$ cat config.mk
export PLATFORM = sky130hd
export DESIGN_NAME = tcp_tx_framer
export DESIGN_NICKNAME = d
export VERILOG_FILES = /design/src/rtl/tcp_tx_framer.sv
export SDC_FILE = /design/constraint.sdc
export NUM_CORES = 1
export LEC_CHECK = 0
export ABC_AREA = 0
export CORE_ASPECT_RATIO = 0.75
export CORE_UTILIZATION = 30
export CTS_CLUSTER_SIZE = 30
export DETAILED_ROUTE_END_ITERATION = 10
export PLACE_DENSITY_LB_ADDON = 0.3
export SLEW_MARGIN = 10
export SYNTH_ARGS = -nofsm -noshare
export SYNTH_HDL_FRONTEND = slang
export SYNTH_SLANG_ARGS = --single-unit
$ cat constraint.sdc
create_clock -name clk -period 7.15 [get_ports clk]
set_input_delay 1.43 -clock clk [delete_from_list [all_inputs] [get_ports clk]]
set_output_delay 1.43 -clock clk [all_outputs]
set_load 0.03 [all_outputs]
$ cat src/rtl/tcp_tx_framer.sv
// tcp_tx_framer: TCP header + payload framer with payload FIFO; define TCP_SEQ_AUTO_EN to advance seq per packet
module tcp_tx_framer #(
  parameter logic [15:0] SRC_PORT = 16'h0400,
  parameter logic [15:0] WIN_SIZE = 16'h0400,
  parameter logic [31:0] SEQ_INIT = 32'h55bc55bc,
  parameter int FIFO_AW = 4
) (
  input  logic        clk,
  input  logic        reset,
  input  logic        cmd_valid,
  output logic        cmd_ready,
  input  logic [31:0] cmd_ip_addr,
  input  logic [15:0] cmd_dest_port,
  input  logic [7:0]  cmd_flags,
  input  logic [31:0] cmd_ack,
  input  logic [15:0] cmd_length,
  input  logic [31:0] in_data,
  input  logic        in_valid,
  input  logic        in_last,
  output logic        in_ready,
  output logic [31:0] tcp_data,
  output logic        tcp_valid,
  input  logic        tcp_ready,
  output logic        tcp_sop,
  output logic        tcp_eop,
  output logic [31:0] ip_addr_out,
  output logic [15:0] tcp_length_out,
  output logic        len_err,
  output logic [31:0] seq_out
);
  localparam logic [1:0] IDLE = 2'd0, HDR = 2'd1, PAY = 2'd2;
  localparam logic [FIFO_AW:0] PTR_ONE = 1;
  logic [1:0] state;
  logic [2:0] hidx;
  logic [16:0] cnt, nwords;
  logic [15:0] dest_port, len_q;
  logic [7:0] flags;
  logic [31:0] ack, seq;
  logic [32:0] mem [2**FIFO_AW];
  logic [32:0] head;
  logic [FIFO_AW:0] wp, rp;
  logic empty, full, push, pop, xfer;
  assign nwords = ({1'b0, len_q} + 17'd3) >> 2;
  assign empty = wp == rp;
  assign full = (wp ^ rp) == {1'b1, {FIFO_AW{1'b0}}};
  assign in_ready = !reset && !full;
  assign cmd_ready = !reset && state == IDLE;
  assign push = in_valid && in_ready;
  assign head = mem[rp[FIFO_AW-1:0]];
  assign tcp_valid = state == HDR || (state == PAY && !empty);
  assign xfer = tcp_valid && tcp_ready;
  assign pop = xfer && state == PAY;
  assign tcp_sop = state == HDR && hidx == 3'd0;
  assign tcp_eop = state == HDR ? (hidx == 3'd4 && nwords == 17'd0) : (state == PAY && cnt == 17'd1);
  assign seq_out = seq;
  assign tcp_data = state == PAY ? head[31:0] :
                    state != HDR ? 32'h0 :
                    hidx == 3'd0 ? {SRC_PORT, dest_port} :
                    hidx == 3'd1 ? seq :
                    hidx == 3'd2 ? ack :
                    hidx == 3'd3 ? {4'h5, 4'h0, flags, WIN_SIZE} : 32'h0;
  // payload storage; in_last rides along as bit 32 for length checking
  always_ff @(posedge clk)
    if (push) mem[wp[FIFO_AW-1:0]] <= {in_last, in_data};
  // FIFO pointers, one extra bit distinguishes full from empty
  always_ff @(posedge clk or posedge reset)
    if (reset) begin
      wp <= '0;
      rp <= '0;
    end else begin
      if (push) wp <= wp + PTR_ONE;
      if (pop) rp <= rp + PTR_ONE;
    end
  // command latch, header/payload sequencing and length-mismatch tracking
  always_ff @(posedge clk or posedge reset)
    if (reset) begin
      state <= IDLE;
      hidx <= '0;
      cnt <= '0;
      dest_port <= '0;
      len_q <= '0;
      flags <= '0;
      ack <= '0;
      ip_addr_out <= '0;
      tcp_length_out <= '0;
      len_err <= 1'b0;
    end else begin
      if (cmd_valid && cmd_ready) begin
        ip_addr_out <= cmd_ip_addr;
        dest_port <= cmd_dest_port;
        flags <= cmd_flags;
        ack <= cmd_ack;
        len_q <= cmd_length;
        tcp_length_out <= cmd_length + 16'd20;
        len_err <= 1'b0;
        hidx <= '0;
        state <= HDR;
      end
      if (state == HDR && xfer) begin
        hidx <= hidx + 3'd1;
        if (hidx == 3'd4) begin
          state <= nwords == 17'd0 ? IDLE : PAY;
          cnt <= nwords;
        end
      end
      if (pop) begin
        cnt <= cnt - 17'd1;
        if (head[32] != (cnt == 17'd1)) len_err <= 1'b1;
        if (cnt == 17'd1) state <= IDLE;
      end
    end
`ifdef TCP_SEQ_AUTO_EN
  // advance by payload bytes plus one for each of SYN and FIN once the packet leaves
  always_ff @(posedge clk or posedge reset)
    if (reset) seq <= SEQ_INIT;
    else if (xfer && tcp_eop) seq <= seq + {16'h0, len_q} + {31'h0, flags[1]} + {31'h0, flags[0]};
`else
  assign seq = SEQ_INIT;
`endif
endmodule

== Word-level counts from Yosys, hierarchy flattened ==
Memories as Yosys holds them, arrays and structs flattened.
Index checks and enable logic that the tools add are counted.
Word-level totals
  register bits after elaboration: 153
  bits of input ports: 142
  memory bits (writable): 528
  memories kept: 1
Cells by class
  equality and inequality tests: 11
  add/sub/neg operators: 6
  mux-type cells: 23
  reduce and logical (&&, ||, !) cells: 22
  bitwise gates (word level): 1
Memories
  mem: depth 16, bits a word 33, rd ports 1, clocked after memory_dff 0, wr ports 1, line 39  | logic [32:0] mem [2**FIFO_AW];
Operators with widths (count)
  $mux 32: 5
  $mux 17: 3
  $mux 31: 1
  $add 16x2->17 const B: 1
  $eq 17x1->1 const B: 1
  $logic_not 17->1: 1
  $sub 17x1->17 const B: 1
  $add 16x5->16 const B: 1
  $mux 2: 6
  $logic_and 1x1->1: 11
  $add 5x1->5 const B: 2
  $eq 3x2->1 const B: 2
  $mux 1: 6
  $mux 3: 2
  $reduce_bool 2->1: 3
  $eq 5x5->1: 1
  $eq 5x5->1 const B: 1
  $xor 5x5->5: 1
  $add 3x1->3 const B: 1
  $eq 3x1->1 const B: 1
  $eq 3x3->1 const B: 1
  $logic_not 1->1: 3
  $logic_not 3->1: 1
  $eq 2x1->1 const B: 1
  other kinds (6): 6

== Logic depth before layout (Yosys ltp) ==
Gate-level depths: netlist (run 1).
  depth after elaboration: 9
  mapped depth: 9
  depth with buffers taken out: 7

== Worst setup path after synthesis (run 1) ==
No wires, ideal clock.
  path type: input to register
  from: input reset
  to: memory mem[3][0], enable pin
  buffers on the path: 1
  data required time: 6.686 ns
  stages: 5
  slack: -0.931 ns
  data arrival time: 7.616 ns
  cell sequence: inv_1 o211a_1 clkbuf_1 nand2_1 nor3_1
On the way
  cells in the longest elaborated chain, start to end: 5
Ends and longest elaborated chain
  from (decl): line 9  | input logic reset,
  $logic_not 1->1 (no source line)
  $logic_and 1x1->1: line 46  | assign in_ready = !reset && !full;
  $logic_and 1x1->1: line 48  | assign push = in_valid && in_ready;
  $mux 1: line 64  | if (push) mem[wp[FIFO_AW-1:0]] <= {in_last, in_data};
  $mux 1 (not written as such): line 64
  to (decl): line 39
Every way passes these cells.

== Final worst setup path (run 1) ==
  from: register state[0]
  to: output tcp_data[4]
On the way
  cells in the longest elaborated chain, start to end: 3
  elaborated cells on any way between the ends: 4
  classes of those cells: eq/ne (2); mux (2)
Ends and longest elaborated chain
  from (decl): line 33  | logic [1:0] state;
  from (signal assigned): line 102  | state <= nwords == 17'd0 ? IDLE : PAY;
  $ne 2x1->1: line 57  | state != HDR ? 32'h0 :
  $mux 32: line 57
  $mux 32 (*): line 56  | assign tcp_data = state == PAY ? head[31:0] :
  to (decl): line 21  | output logic [31:0] tcp_data,
Mark *: on every way between the ends. The rest lies on a longest branch, timed or not.

==> results.yml, run 1 <==
outcome:
  status: "completed"
global_routing:
  grt_pass1_vias: 15992
  overflow: 0
  grt_usage_pct: 16.2
  grt_antenna_before_repair: 7
  grt_pass1_wl_microns: 111000
  grt_max_degree: 86
critical_path:
  crit_chain: "nor2b_1 > nand2_1 > nor2_2 > buf_4 > a21oi_1 > a21oi_1 > clkdlybuf4s50_1"
  reg2regPathDepth: 6
  cp_common_cell: "a21oi_1"
  r2r_end: "mem[13][23]"
  rr_startpoint: "rp[2]"
  crit_fanout: 12
  ff2ff_setup_slack_ns: 3.22
  cp_slowest_cell: "clkdlybuf4s50_1"
  startpoint_type: "register"
  slowest_delay_ns: 0.76
  critPathKind: "reg2out"
  arrival_ns: 4.15
  critPathCaptureType: "output port"
  required_ns: 5.72
finish:
  layout.area.seq_sq_um: 19600
  finish.instance_area_sq_um: 33300
  nFillCells: 8422
  area_growth_pct: 20.8
  nets: 2064
  drive_gt1_share_pct: 16.3
  final_util_pct: 36.9
  multi_input_area_sq_um: 7360
routing:
  route.detailed.drc: 0
  via_per_inst: 4.96
  drtPass1Iterations: 5
  routed_wl_microns: 75900
  wl_per_cell_microns: 23.9
  drtIter0Drc: 1436
  detail-route-antenna-nets: 0
  vias: 15753
placed_design:
  place.gp.congestion: 0.813
  port_buffers: 227
  placed_cell_area_sq_um: 31200
  hpwl_microns: 46300
min_path:
  holdPathStages: 2
  hold_class: "reg2reg"
  hold_start: "ip_addr_out[30]"
  holdPathEnd: "ip_addr_out[30]"
floorplan:
  start_util_pct: 30.5
  pin_count: 260
  core.rowCount: 95
  die_h_microns: 264
  fp.coreArea_sq_um: 90200
  die_area_sq_um: 93100
  fp.dieW_microns: 352
synthesis:
  ys_types: 59
  yosys.cell_count.top_type: "edfxtp_1"
  syn_avg_cell_area_sq_um: 16.5
  yosysWarnings: 0
  synth_top_area_share_pct: 57.5
  yosys.area.top_type: "edfxtp_1"
  dominantRegCellSynth: "edfxtp_1"
  synthCells: 1673
  ys_seq_elements: 679
  synth-edff-count: 528
  synthTopCellsByArea: "edfxtp_1, dfrtp_1, mux4_2, nand2_1, buf_4"
  syn_area_sq_um: 27600
  synth-seq-area-share_pct: 71.3
  async_flop_share_pct: 22.2
  yosys-top-cells-count: "edfxtp_1, nand2_1, mux4_2"
timing:
  setup_viol: 0
  fmax_ghz: 0.179
  finalCritPeriodShare_pct: 78.1
  finalSetupTns_ns: 0
  tightestPinTransition_ns: 1.15
  drv_slew: 0
  hold_violations: 0
  rsz0062_at_grt: "false"
  min_period_ns: 5.58
  slew_headroom_pct: 23.0
  fin_worst_skew_ns: 0.0194
cts:
  clk_pin_slew_worst_paths_ns: 0.06
  ctsHoldBuffers: 0
  clk_latency_ns: 0.62
  cts-resized-gates: 0
  cts_buffers: 66
  htree_levels: 3
  postCtsSetupBuffers: 0
  cts_buffer_depth: 3
  cts-root-buf: "clkbuf_16"
  cts_tree: "done"
  cts_sinks: 679
power:
  comb_power_share_pct: 30.8
  switchingPower_mw: 4.22
  power_leakage_nw: 11.6
  p_seq_share_pct: 41.9
  clockPowerShare_pct: 27.2
  power_density_nw_per_um2: 384
  vdd_drop_max_mv: 0.293
  switching_share_pct: 33.1
  p_int_mw: 8.55
flow_run:
  cap_violations: 0
-- placed cells by master, fill, tap and decap left out, drive strengths merged, types with 6 or more instances in the layout --
cell type	instances
o21ai	30
nor2	37
nand4	10
conb	32
mux2i	10
o311ai	6
nor4	7
xnor2	19
nand3	13
clkdlybuf4s50	227
nor3	12
dfrtp	151
a211oi	17
and3	23
nor2b	11
inv	21
a222oi	7
buf	35
xor2	20
a21oi	39
edfxtp	528
nand2	358
o211ai	7
clkinv	22
ha	13
clkbuf	90
mux4	158
-- how the worst max path moves through the flow --
stage | start | endpoint | cells past startpoint
after floorplan | reset | mem[3][0] | 5
after global placement | state[0] | tcp_data[5] | 7
after detailed placement | rp[1] | tcp_data[2] | 6
after CTS | rp[1] | tcp_data[2] | 6
after global routing | state[0] | tcp_data[2] | 6
final | state[0] | tcp_data[4] | 7
-- area by class of cell --
type                    count  share of cell area (%)
well taps                1212                    4.56
repair buffers            262                    7.69
diodes                      1                 0.00752
inverters                  19                   0.226
clock inverters            29                   0.737
flip-flops and latches    679                    59.0
multi-input cells         881                    22.1
clock buffers              90                    5.64
-- state kept, by name, summed over array words and instances (netlist names), 2 cells and up --
register / flops
wp: 5
len_q: 14
rp: 5
dest_port: 16
tcp_length_out: 16
cnt: 17
ack: 32
hidx: 3
ip_addr_out: 32
mem: 528
state: 2
flags: 8
-- kinds of logic after synthesis --
logic type	count (synthesis)	share of synthesized area, %
AO/OA/AOI/OAI	138	3.38
XOR/XNOR	39	1.24
adder cells (fa/ha/maj)	13	0.590
buffers and inverters	143	2.64
flip-flops	679	71.3
multiplexers	171	13.4
other	2	0.0273
AND/OR/NAND/NOR	488	7.46
-- layer usage --
layer	vias to the layer above	wire, microns	global-route usage, %
met1	8348	34200	23.3
met4	12	1180	3.45
met3	100	5510	4.10
met2	513	34900	24.8
li1	6780	-	-
met5	-	87	0
-- power groups by stage --
stage	clock, mW	combinational, mW	sequential [mW]
2_1_floorplan	0	2.49	5.36
3_3_place_gp	0	3.93	5.40
3_5_place_dp	0	3.96	5.42
4_1_cts	3.56	3.98	5.35
5_1_grt	3.71	4.22	5.42
6_report	3.48	3.93	5.35
-- worst max-delay path, delay by kind of cell (launching register included) --
kind                   cells  cell delay [ns]
flip-flops                 1             0.50
AND/OR/NAND/NOR            3             1.36
AO/OA/AOI/OAI              2             0.54
buffers and inverters      2             1.13
-- through the flow --
stage	power [mW]	cells	setup WS (ns)	hold slack, ns
after global routing	13.4	3172	1.39	0.501
final	12.8	3173	1.57	0.476
after global placement	9.33	3053	2.25	0.457
after detailed placement	9.38	3053	2.25	0.462
after CTS	12.9	3172	1.57	0.477
after floorplan	7.85	1703	0.748	0.437
Power figures use the tool's default switching activity.
==> run 2: changes to the inputs <==
Clock period 7.15 ns to 5.77 ns, I/O delays scaled along.
==> results.yml, run 2 (synthesized netlist as in run 1, its figures left out) <==
finish:
  largest_reg_flops: 528
  drive_gt1_share_pct: 16.7
  nets: 2073
  final_common_cell: "edfxtp_1"
  area_growth_pct: 20.7
  final_util_pct: 36.9
  final_cell_mix: "edfxtp_1, nand2_1, clkdlybuf4s50_1"
cts:
  postCtsSetupBuffers: 0
  cts_buffers: 60
  cts_tree: "done"
  cts_sinks: 679
  ctsHoldBuffers: 0
  cts-resized-gates: 0
  clk_pin_slew_worst_paths_ns: 0.07
  clk_latency_ns: 0.64
  cts_buffer_depth: 3
  cts-root-buf: "clkbuf_16"
  htree_levels: 2
floorplan:
  die_h_microns: 264
  die_area_sq_um: 93100
  start_util_pct: 30.5
  fp.dieW_microns: 352
  pin_count: 260
  fp.coreArea_sq_um: 90200
  core.rowCount: 95
critical_path:
  slowest_delay_ns: 0.79
  rr_startpoint: "rp[3]"
  r2r_end: "mem[4][30]"
  critPathKind: "reg2out"
  crit_fanout: 13
  critPathCaptureType: "output port"
  crit_chain: "nor2b_1 > nand2_1 > nor2_2 > buf_4 > a2bb2oi_1 > a21oi_1 > clkdlybuf4s50_1"
  cp_slowest_cell: "clkdlybuf4s50_1"
  ff2ff_setup_slack_ns: 2.06
  arrival_ns: 3.98
  required_ns: 4.62
  reg2regPathDepth: 6
  startpoint_type: "register"
placed_design:
  place_ws_ns: 1.30
  place.gp.congestion: 0.818
  hpwl_microns: 47700
  port_buffers: 227
routing:
  detail-route-antenna-nets: 0
  vias: 15603
  via_per_inst: 4.91
  drtPass1Iterations: 7
  drtIter0Drc: 1554
  routed_wl_microns: 75200
  wl_per_cell_microns: 23.6
  route.detailed.drc: 0
global_routing:
  grt_pass1_vias: 15930
  grt_usage_pct: 16.0
  grt_max_degree: 90
  overflow: 0
  grt_antenna_before_repair: 9
  grt_pass1_wl_microns: 110000
flow_run:
  cap_violations: 0
timing:
  setup_viol: 0
  fin_ws_ns: 0.639
  drv_slew: 0
  fmax_ghz: 0.195
  tightestPinTransition_ns: 1.16
  hold_violations: 0
  min_period_ns: 5.13
  finalCritPeriodShare_pct: 88.9
  fin_worst_skew_ns: 0.0339
  slew_headroom_pct: 22.6
  finalSetupTns_ns: 0
  fin_hold_ws_ns: 0.478
  rsz0062_at_grt: "false"
power:
  power.total_mw: 15.6
  switchingPower_mw: 5.21
  vdd_drop_max_mv: 0.297
  power_leakage_nw: 11.6
  switching_share_pct: 33.5
  comb_power_share_pct: 31.9
  p_int_mw: 10.4
  p_seq_share_pct: 42.2
  clockPowerShare_pct: 25.9
  power_density_nw_per_um2: 468
min_path:
  hold_start: "tcp_length_out[3]"
  hold_class: "reg2reg"
  holdPathStages: 2
  holdPathEnd: "tcp_length_out[3]"
outcome:
  status: "completed"
==> run 2: cell types whose count changed in the layout (fill, tap and decap cells not counted), sizes merged <==
cell	before	now
buf	35	50
diode	1	3
clkinv	22	23
clkbuf	90	71
bufinv	4	6
clkinvlp	1	5
inv	21	23
==> run 2: cell type report <==
type	count	area (sq um)
flip-flops and latches	679	19600
repair buffers	277	2710
multi-input cells	881	7370
well taps	1212	1520
inverters	19	75.1
clock buffers	71	1540
fillers	8390	57000
clock inverters	38	390
diodes	3	7.51
==> run 2: worst max-delay path by stage <==
stage / slack, ns / start / cells past startpoint / endpoint
after floorplan: 0.65 / reset / 5 / mem[3][0]
after global placement: 1.30 / rp[0] / 6 / tcp_data[9]
after detailed placement: 1.30 / rp[0] / 6 / tcp_data[9]
after CTS: 0.62 / rp[0] / 6 / tcp_data[9]
after global routing: 0.47 / state[0] / 7 / tcp_data[10]
final: 0.64 / state[0] / 7 / tcp_data[10]
==> run 2: per-stage QoR <==
step           instance area [sq um]  instances
3_3_place_gp                   31300       3068
2_1_floorplan                  27700       1703
6_report                       33300       3180
5_1_grt                        33300       3179
3_5_place_dp                   31300       3068
4_1_cts                        33300       3177
==> run 2: metal layers <==
metal	track usage, %	part of all wire (%)	vias to the layer above
li1	-	-	6809
met1	22.3	44	8143
met2	24.8	46	523
met3	4.38	7.5	118
met4	3.43	2.0	10
met5	0	0.096	-
==> run 2: power groups by stage <==
| stage | clock (mW) | sequential, mW | combinational (mW) |
|---|---|---|---|
| after floorplan | 0 | 6.64 | 3.08 |
| after global placement | 0 | 6.64 | 4.95 |
| after detailed placement | 0 | 6.65 | 4.99 |
| after CTS | 4.11 | 6.56 | 5.02 |
| after global routing | 4.30 | 6.64 | 5.32 |
| final | 4.04 | 6.56 | 4.97 |
==> run 2: worst max-delay path: cells and delay by family, from the launching register on <==
family | cells | cell delay (ns)
simple gates | 3 | 1.12
compound gates | 2 | 0.65
flops | 1 | 0.45
buf+inv | 2 | 1.15
==> run 3: changes to the inputs <==
Clock period 5.77 ns to 6.7 ns, I/O delays scaled along.
==> results.yml, run 3 (synthesized netlist as in run 1, its figures left out) <==
outcome:
  status: "completed"
critical_path:
  cp-startpoint: "rp[0]"
  critPathKind: "reg2out"
  startpoint_type: "register"
  crit_fanout: 56
  crit_chain: "buf_12 > mux4_2 > mux4_2 > nor2_1 > a21oi_1 > clkdlybuf4s50_1"
  arrival_ns: 4.04
  slowest_delay_ns: 0.81
  required_ns: 5.36
  critPathCaptureType: "output port"
  cp_slowest_cell: "dfrtp_4"
  cp_common_cell: "mux4_2"
  rr_startpoint: "rp[2]"
floorplan:
  pin_count: 260
  die_h_microns: 264
  die_area_sq_um: 93100
  fp.coreArea_sq_um: 90200
  start_util_pct: 30.5
  core.rowCount: 95
  fp.dieW_microns: 352
routing:
  detail-route-antenna-nets: 0
  route.detailed.drc: 0
  routed_wl_microns: 76000
  vias: 15678
  drtIter0Drc: 1635
  drtPass1Iterations: 5
  via_per_inst: 4.95
  wl_per_cell_microns: 24.0
cts:
  cts_buffer_depth: 3
  clk_latency_ns: 0.62
  ctsHoldBuffers: 0
  cts_tree: "done"
  postCtsSetupBuffers: 0
  cts-resized-gates: 0
  cts_buffers: 60
  htree_levels: 2
  cts-root-buf: "clkbuf_16"
  clk_pin_slew_worst_paths_ns: 0.07
  cts_sinks: 679
finish:
  area_growth_pct: 20.7
  largest_reg_flops: 528
  drive_gt1_share_pct: 16.5
  final_cell_count_no_fill: 3170
  nFillCells: 8387
  final_cell_mix: "edfxtp_1, nand2_1, clkdlybuf4s50_1"
  final_common_cell: "edfxtp_1"
  nets: 2058
global_routing:
  grt_usage_pct: 16.2
  grt_pass1_wl_microns: 112000
  overflow: 0
  grt_max_degree: 84
  grt_antenna_before_repair: 7
  grt_pass1_vias: 16182
placed_design:
  numPlacedInstances: 3053
  place.gp.congestion: 0.826
  hpwl_microns: 46900
  port_buffers: 227
power:
  power_density_nw_per_um2: 408
  power_leakage_nw: 11.6
  vdd_drop_max_mv: 0.264
timing:
  tightestPinTransition_ns: 1.08
  setup_viol: 0
  finalSetupTns_ns: 0
  min_period_ns: 5.38
  slew_headroom_pct: 27.5
  fin_hold_ws_ns: 0.473
  drv_slew: 0
  fin_worst_skew_ns: 0.0215
  hold_violations: 0
  finalCritPeriodShare_pct: 80.4
  rsz0062_at_grt: "false"
  fmax_ghz: 0.186
min_path:
  hold_start: "flags[3]"
  hold_class: "reg2reg"
flow_run:
  cap_violations: 0
[run 3: changes by cell type in the layout (fill, tap and decap cells not counted), sizes merged]
cell / before / now
buf: 50 / 35
clkbuf: 71 / 80
clkinv: 23 / 17
diode: 3 / 5
inv: 23 / 19
bufinv: 6 / 10
[run 3: final timing paths]
| kind | slack, ns | to | cells after the start |
|---|---|---|---|
| max | 1.32 | tcp_data[12] | 6 |
| min | 0.47 | flags[3] | 2 |
| max reg2reg | 2.97 | mem[0][27] | 5 |
| min reg2reg | 0.47 | flags[3] | 2 |
| max in group asynchronous | 3.30 | ip_addr_out[24] | 4 |
| min in group asynchronous | 1.22 | wp[2] | 2 |
[run 3: critical path, delay by kind of cell (launching register included)]
kind | cells | cell delay [ns]
mux | 2 | 1.10
flops | 1 | 0.81
compound gates | 1 | 0.08
simple gates | 1 | 0.27
buf+inv | 2 | 1.11
[run 3: cell type report]
class / count / area [sq um] / share of cell area [%]
Antenna cell: 5 / 12.5 / 0.0376
Tap cell: 1212 / 1520 / 4.56
Clock inverter: 32 / 433 / 1.30
Clock buffer: 80 / 1660 / 4.98
Multi-Input combinational cell: 881 / 7360 / 22.1
Timing Repair Buffer: 262 / 2560 / 7.70
Inverter: 19 / 75.1 / 0.226
Sequential cell: 679 / 19600 / 59.1
[run 3: power by group]
group          switching, mW  leakage (nW)  internal [mW]
clock network           1.57          1.02           2.12
logic                   2.31          3.94           1.87
registers              0.584          6.64           5.13
[run 3: stage by stage]
step	cell area [sq um]	setup slack, ns	utilization (%)	total power [mW]
after global placement	31200	1.92	34.5	9.94
after detailed placement	31200	1.87	34.5	10.0
after floorplan	27700	0.388	-	8.38
after CTS	33300	1.21	36.9	13.7
final	33300	1.32	36.9	13.6
after global routing	33300	1.10	36.9	14.2
[run 3: routing by layer]
layer  up-vias  routed length, microns  track usage (%)
met5         -                      48                0
met4         8                    1100             2.73
met3        85                    5490             4.01
met2       496                   34800             25.1
met1      8308                   34600             23.3
li1       6781                       -                -
